==> config.mk <==
export PLATFORM = sky130hd
export DESIGN_NAME = vfu_mask_router
export DESIGN_NICKNAME = d
export VERILOG_FILES = /design/src/rtl/ara_pkg.sv /design/src/rtl/vfu_mask_fifo.sv /design/src/rtl/vfu_mask_router.sv
export SDC_FILE = /design/constraint.sdc
export NUM_CORES = 1
export LEC_CHECK = 0
export ABC_AREA = 1
export ABC_CLOCK_PERIOD_IN_PS = 1850
export BUFFER_PORTS_ARGS = -buffer_cell sky130_fd_sc_hd__buf_2
export CAP_MARGIN = 10
export CORE_ASPECT_RATIO = 2
export CORE_MARGIN = 1.5
export CORE_UTILIZATION = 52
export DETAILED_ROUTE_END_ITERATION = 8
export PLACE_DENSITY = 0.87
export SLEW_MARGIN = 10
export SYNTH_ARGS = -nofsm -noshare
export SYNTH_HDL_FRONTEND = slang
export SYNTH_HIERARCHICAL = 1
export SYNTH_SLANG_ARGS = --single-unit
==> constraint.sdc <==
create_clock -name clk_i -period 1.85 [get_ports clk_i]
set_clock_uncertainty 0.05 [all_clocks]
set_input_delay 0.37 -clock clk_i [delete_from_list [all_inputs] [get_ports clk_i]]
set_output_delay 0.37 -clock clk_i [all_outputs]
set_load 0.005 [all_outputs]
==> src/rtl/ara_pkg.sv <==
// Shared lane constants for mask distribution: FU tag space, element type and index-width helper.
package ara_pkg;

    function automatic int unsigned idx_width(input int unsigned n);
        return (n > 1) ? $clog2(n) : 1;
    endfunction

    typedef logic [63:0] elen_t;

    // FU channel indices; new mask consumers are appended after the last entry
    localparam int unsigned MaskFUAlu    = 0;
    localparam int unsigned MaskFUMFpu   = 1;
    localparam int unsigned NrMaskFUnits = 2;

    typedef logic [idx_width(NrMaskFUnits)-1:0] mask_fu_tag_t;

endpackage

==> src/rtl/vfu_mask_fifo.sv <==
// Single-channel mask FIFO with synchronous flush and occupancy count; any depth >= 1.
module vfu_mask_fifo
    import ara_pkg::*;
#(
    parameter int unsigned Depth = 2,
    parameter int unsigned Width = 8,
    localparam int unsigned PtrW = idx_width(Depth),
    localparam int unsigned CntW = idx_width(Depth + 1)
) (
    input  logic            clk,
    input  logic            rst_n,
    input  logic            flush,
    input  logic            push,
    input  logic [Width-1:0] wdata,
    input  logic            pop,
    output logic [Width-1:0] rdata,
    output logic            valid,
    output logic            full,
    output logic [CntW-1:0] cnt
);

    logic [Width-1:0] mem [Depth];
    logic [PtrW-1:0]  rptr_q;
    logic [PtrW-1:0]  wptr_q;
    logic [CntW-1:0]  cnt_q;
    logic             push_en;
    logic             pop_en;

    function automatic logic [PtrW-1:0] wrap_inc(input logic [PtrW-1:0] p);
        if (p == PtrW'(Depth - 1)) return '0;
        return p + 1'b1;
    endfunction

    assign valid   = (cnt_q != '0);
    assign full    = (cnt_q == CntW'(Depth));
    assign cnt     = cnt_q;
    assign pop_en  = pop & valid;
    // A push during flush is accepted upstream but never stored
    assign push_en = push & ~flush;
    assign rdata   = valid ? mem[rptr_q] : '0;

    always_ff @(posedge clk or negedge rst_n) begin
        if (!rst_n) begin
            rptr_q <= '0;
            wptr_q <= '0;
            cnt_q  <= '0;
        end else if (flush) begin
            rptr_q <= '0;
            wptr_q <= '0;
            cnt_q  <= '0;
        end else begin
            if (push_en) wptr_q <= wrap_inc(wptr_q);
            if (pop_en)  rptr_q <= wrap_inc(rptr_q);
            case ({push_en, pop_en})
                2'b10:   cnt_q <= cnt_q + 1'b1;
                2'b01:   cnt_q <= cnt_q - 1'b1;
                default: cnt_q <= cnt_q;
            endcase
        end
    end

    always_ff @(posedge clk) begin
        if (push_en) mem[wptr_q] <= wdata;
    end

endmodule

==> src/rtl/vfu_mask_router.sv <==
// Routes tagged mask beats from the mask unit to per-FU FIFOs.
// Optional combinational bypass for empty channels: define ARA_MASK_BYPASS_EN.
module vfu_mask_router
    import ara_pkg::*;
#(
    parameter int unsigned NrFUs        = NrMaskFUnits,
    parameter int unsigned MaskBufDepth = 2,
    parameter int unsigned DataWidth    = $bits(elen_t),
    localparam int unsigned StrbW = DataWidth / 8,
    localparam int unsigned TagW  = idx_width(NrFUs),
    localparam int unsigned CntW  = idx_width(MaskBufDepth + 1)
) (
    input  logic                             clk_i,
    input  logic                             rst_ni,
    input  logic [StrbW-1:0]                 mask_i,
    input  logic [TagW-1:0]                  mask_fu_i,
    input  logic                             mask_valid_i,
    output logic                             mask_ready_o,
    output logic [NrFUs-1:0][StrbW-1:0]      fu_mask_o,
    output logic [NrFUs-1:0]                 fu_mask_valid_o,
    input  logic [NrFUs-1:0]                 fu_mask_ready_i,
    input  logic [NrFUs-1:0]                 fu_flush_i,
    output logic [NrFUs-1:0][CntW-1:0]       fu_mask_cnt_o,
    output logic                             mask_err_o
);

    logic [NrFUs-1:0]            sel;
    logic [NrFUs-1:0]            push;
    logic [NrFUs-1:0]            fifo_valid;
    logic [NrFUs-1:0]            fifo_full;
    logic [NrFUs-1:0][StrbW-1:0] fifo_rdata;
    logic                        legal;
    logic                        err_q;

    // Ready depends only on the selected channel's fill state, never on FU ready
    always_comb begin
        mask_ready_o = 1'b1;
        legal        = 1'b0;
        sel          = '0;
        for (int i = 0; i < NrFUs; i++) begin
            if (mask_fu_i == TagW'(i)) begin
                legal        = 1'b1;
                mask_ready_o = ~fifo_full[i];
                sel[i]       = mask_valid_i;
            end
        end
    end

    for (genvar g = 0; g < NrFUs; g++) begin : gen_ch
`ifdef ARA_MASK_BYPASS_EN
        logic fwd;
        assign fwd                = sel[g] & ~fifo_valid[g] & ~fu_flush_i[g];
        assign fu_mask_valid_o[g] = fifo_valid[g] | fwd;
        assign fu_mask_o[g]       = fifo_valid[g] ? fifo_rdata[g] : (fwd ? mask_i : '0);
        assign push[g]            = sel[g] & ~fifo_full[g] & ~(fwd & fu_mask_ready_i[g]);
`else
        assign fu_mask_valid_o[g] = fifo_valid[g];
        assign fu_mask_o[g]       = fifo_rdata[g];
        assign push[g]            = sel[g] & ~fifo_full[g];
`endif

        vfu_mask_fifo #(
            .Depth (MaskBufDepth),
            .Width (StrbW)
        ) i_fifo (
            .clk   (clk_i),
            .rst_n (rst_ni),
            .flush (fu_flush_i[g]),
            .push  (push[g]),
            .wdata (mask_i),
            .pop   (fu_mask_ready_i[g]),
            .rdata (fifo_rdata[g]),
            .valid (fifo_valid[g]),
            .full  (fifo_full[g]),
            .cnt   (fu_mask_cnt_o[g])
        );
    end

    // Illegal tags are consumed and dropped; the flag is sticky until reset
    always_ff @(posedge clk_i or negedge rst_ni) begin
        if (!rst_ni)                     err_q <= 1'b0;
        else if (mask_valid_i && !legal) err_q <= 1'b1;
    end

    assign mask_err_o = err_q;

endmodule

==> flow_summary.ini <==
[worst_setup_path]
criticalPathCategory = register to output port
slowest_delay_ns = 0.41
slowest_stage = dfrtp_1
endpoint_kind = output port
crit_fanout = 8
worstPathCellList = inv_2 > nand2_4 > clkinvlp_4 > a21oi_1 > buf_2
path_delay_family = flip-flops
cp.arrival_ns = 1.37
start_kind = register
worstPathRequired_ns = 1.43
path_buf_inv = 3

[cts]
root_buffer = clkbuf_8
cts_tree = built
cts_sinks = 40
cts_buffer_depth = 2
cts_buffers = 5
cts.reportedPaths.clkPinSlew_ns = 0.07
clk_latency_ns = 0.29
htree_levels = 2

[routing]
drc = 0
firstDrtPassIters = 4
drt_iter0_drc = 30
vias = 1310
via_per_inst = 5.261
wl_per_cell_um = 13.29
drt-total-wl_mm = 3.310
ant_nets = 0

[power]
powerDensity_mw_per_mm2 = 861.3
p_switching_mw = 0.4649
seqPwrFrac = 0.554
p_clk_frac = 0.299
peakVddDrop_v = 0.0006587
total_power_mw = 1.839
pwr-share-comb = 0.147
p_sw_frac = 0.2527
internal_power_mw = 1.375
p_leak_nw = 0.9964

[place]
dp_hpwl_mm = 2.426
numPortBuffers = 38
gp_congestion = 0.8102

[grt]
grt_pass1_wl_mm = 5.244
grt_use_total = 0.1978
grt_overflow = 0
antenna_found_initial = 0
grt_max_degree = 13
grt_pass1_vias = 1212

[finish]
final_cell_mix = nand2_1, buf_2, edfxtp_1
seq_area_mm2 = 0.001162
final_util = 0.6689
diodes = 0
layout_commonest_cell = nand2_1
drive_gt1_frac = 0.3532
multi_input_area_um2 = 510.5
final_nets = 233
syn2layout_area_growth_pct = 22.54
fill_cells = 268

[floorplanning]
die_x_um = 43.94
dieArea_mm2 = 0.003729
coreArea_mm2 = 0.003193
die_h_um = 84.88
io_pins = 40
std_cell_rows = 29
initial_core_util = 0.5458

[yosys]
ys_ff_latch = 40
yosysUniqueCellTypes = 19
postSynthAreaPerCell_um2 = 10.63
yosysWarnings = 6
netlist_instances = 164
syn_nets = 180
yosysSeqAreaShare = 0.6662
syn_area_mm2 = 0.001743

[hold_path]
holdCritPathClass = input port to register

[timing]
hold_ws_ns = 0.2539
drv_slew = 0
min_period_ns = 1.793
fin_crit_sh = 0.9691
setup_violations = 0
max_freq_mhz = 557.8
finalHoldViolCount = 0

[run]
max_cap_violations = 0

[outcome]
status = complete, no violations
[cells in the mapped netlist]
library cell	count	share of area
nand2_1	49	0.11
edfxtp_1	32	0.55
a21oi_1	18	0.052
inv_1	13	0.028
dfrtp_1	8	0.11
nor2_1	8	0.017
nand2_2	6	0.022
nand3_1	6	0.017
nand2_4	4	0.026
buf_4	3	0.013
clkinv_1	2	0.0043
inv_2	2	0.0043
nand4_1	2	0.0072
nor2_2	2	0.0072
nor3_1	2	0.0057
o21ai_0	2	0.0057
or2_2	2	0.0072
xor2_1	2	0.010
conb_1	1	0.0022
[state kept, by name, summed over array words and instances (netlist names)]
name and cells:
gen_ch.i_fifo/rptr_q 2, gen_ch.i_fifo/wptr_q 2, gen_ch.i_fifo/cnt 4, gen_ch.i_fifo/mem 32
[metrics by stage]
step / instance area [um2] / TNS, ns / setup slack, ns / instances
finish: 2136 / 0 / 0.05708 / 249
floorplan: 1743 / 0 / 0.1891 / 164
CTS: 2093 / 0 / 0.04244 / 246
global route: 2136 / -0.04090 / -0.01903 / 249
global placement: 2002 / 0 / 0.3732 / 237
detailed placement: 2002 / 0 / 0.2874 / 237
[area by class of cell]
type,instances,share of cell area
Sequential cell,40,0.5442
Multi-Input combinational cell,104,0.2390
Inverter,17,0.03163
Timing Repair Buffer,49,0.1289
Clock inverter,1,0.002343
Clock buffer,7,0.03574
Tap cell,31,0.01816
[power groups by stage]
stage | clock, mW | combinational [mW] | sequential (mW)
2_1_floorplan | 0 | 0.143 | 1.04
3_3_place_gp | 0 | 0.242 | 1.04
3_5_place_dp | 0 | 0.249 | 1.04
4_1_cts | 0.570 | 0.251 | 1.02
5_1_grt | 0.597 | 0.304 | 1.02
6_report | 0.549 | 0.271 | 1.02
[logic make-up (layout without fill, tap and decap cells)]
| family | after synthesis | after routing | share of synthesized area |
|---|---|---|---|
| xor+xnor | 2 | 2 | 0.01005 |
| compound gates | 20 | 20 | 0.05743 |
| other cells | 1 | 1 | 0.002152 |
| buf+inv | 20 | 74 | 0.04954 |
| simple gates | 81 | 81 | 0.2146 |
| flops | 40 | 40 | 0.6662 |
[worst paths after layout]
| check | endpoint | start | slack (ns) | cells after the start |
|---|---|---|---|---|
| worst min register to register | gen_ch[0].i_fifo/cnt[1] | gen_ch[0].i_fifo/cnt[1] | 0.52 | 2 |
| worst max-delay path | fu_mask_o[13] | gen_ch[1].i_fifo/cnt[1] | 0.06 | 5 |
| min in group asynchronous | gen_ch[1].i_fifo/wptr_q | rst_ni | 0.40 | 2 |
| worst max register to register | gen_ch[0].i_fifo/mem[0][6] | gen_ch[0].i_fifo/cnt[1] | 0.31 | 6 |
| max in group asynchronous | gen_ch[1].i_fifo/cnt[0] | rst_ni | 1.16 | 2 |
| worst min-delay path | gen_ch[1].i_fifo/mem[1][4] | mask_i[4] | 0.25 | 1 |
[per-layer routing]
metal / global-route usage / up-vias / share of wire
li1: - / 648 / -
met3: 0.05745 / 8 / 0.058
met2: 0.3262 / 43 / 0.54
met5: 0 / - / 0
met1: 0.2138 / 611 / 0.36
met4: 0.1212 / 0 / 0.037
[what timing repair did]
item | CTS | global route
hold buffers | 1 | 0
setup endpoints to repair | 0 | 8
setup buffers | 0 | 3
resized for setup | 0 | 7
endpoints found under the hold margin | 8 | 0
No activity file was read; power rests on OpenSTA's default activity.
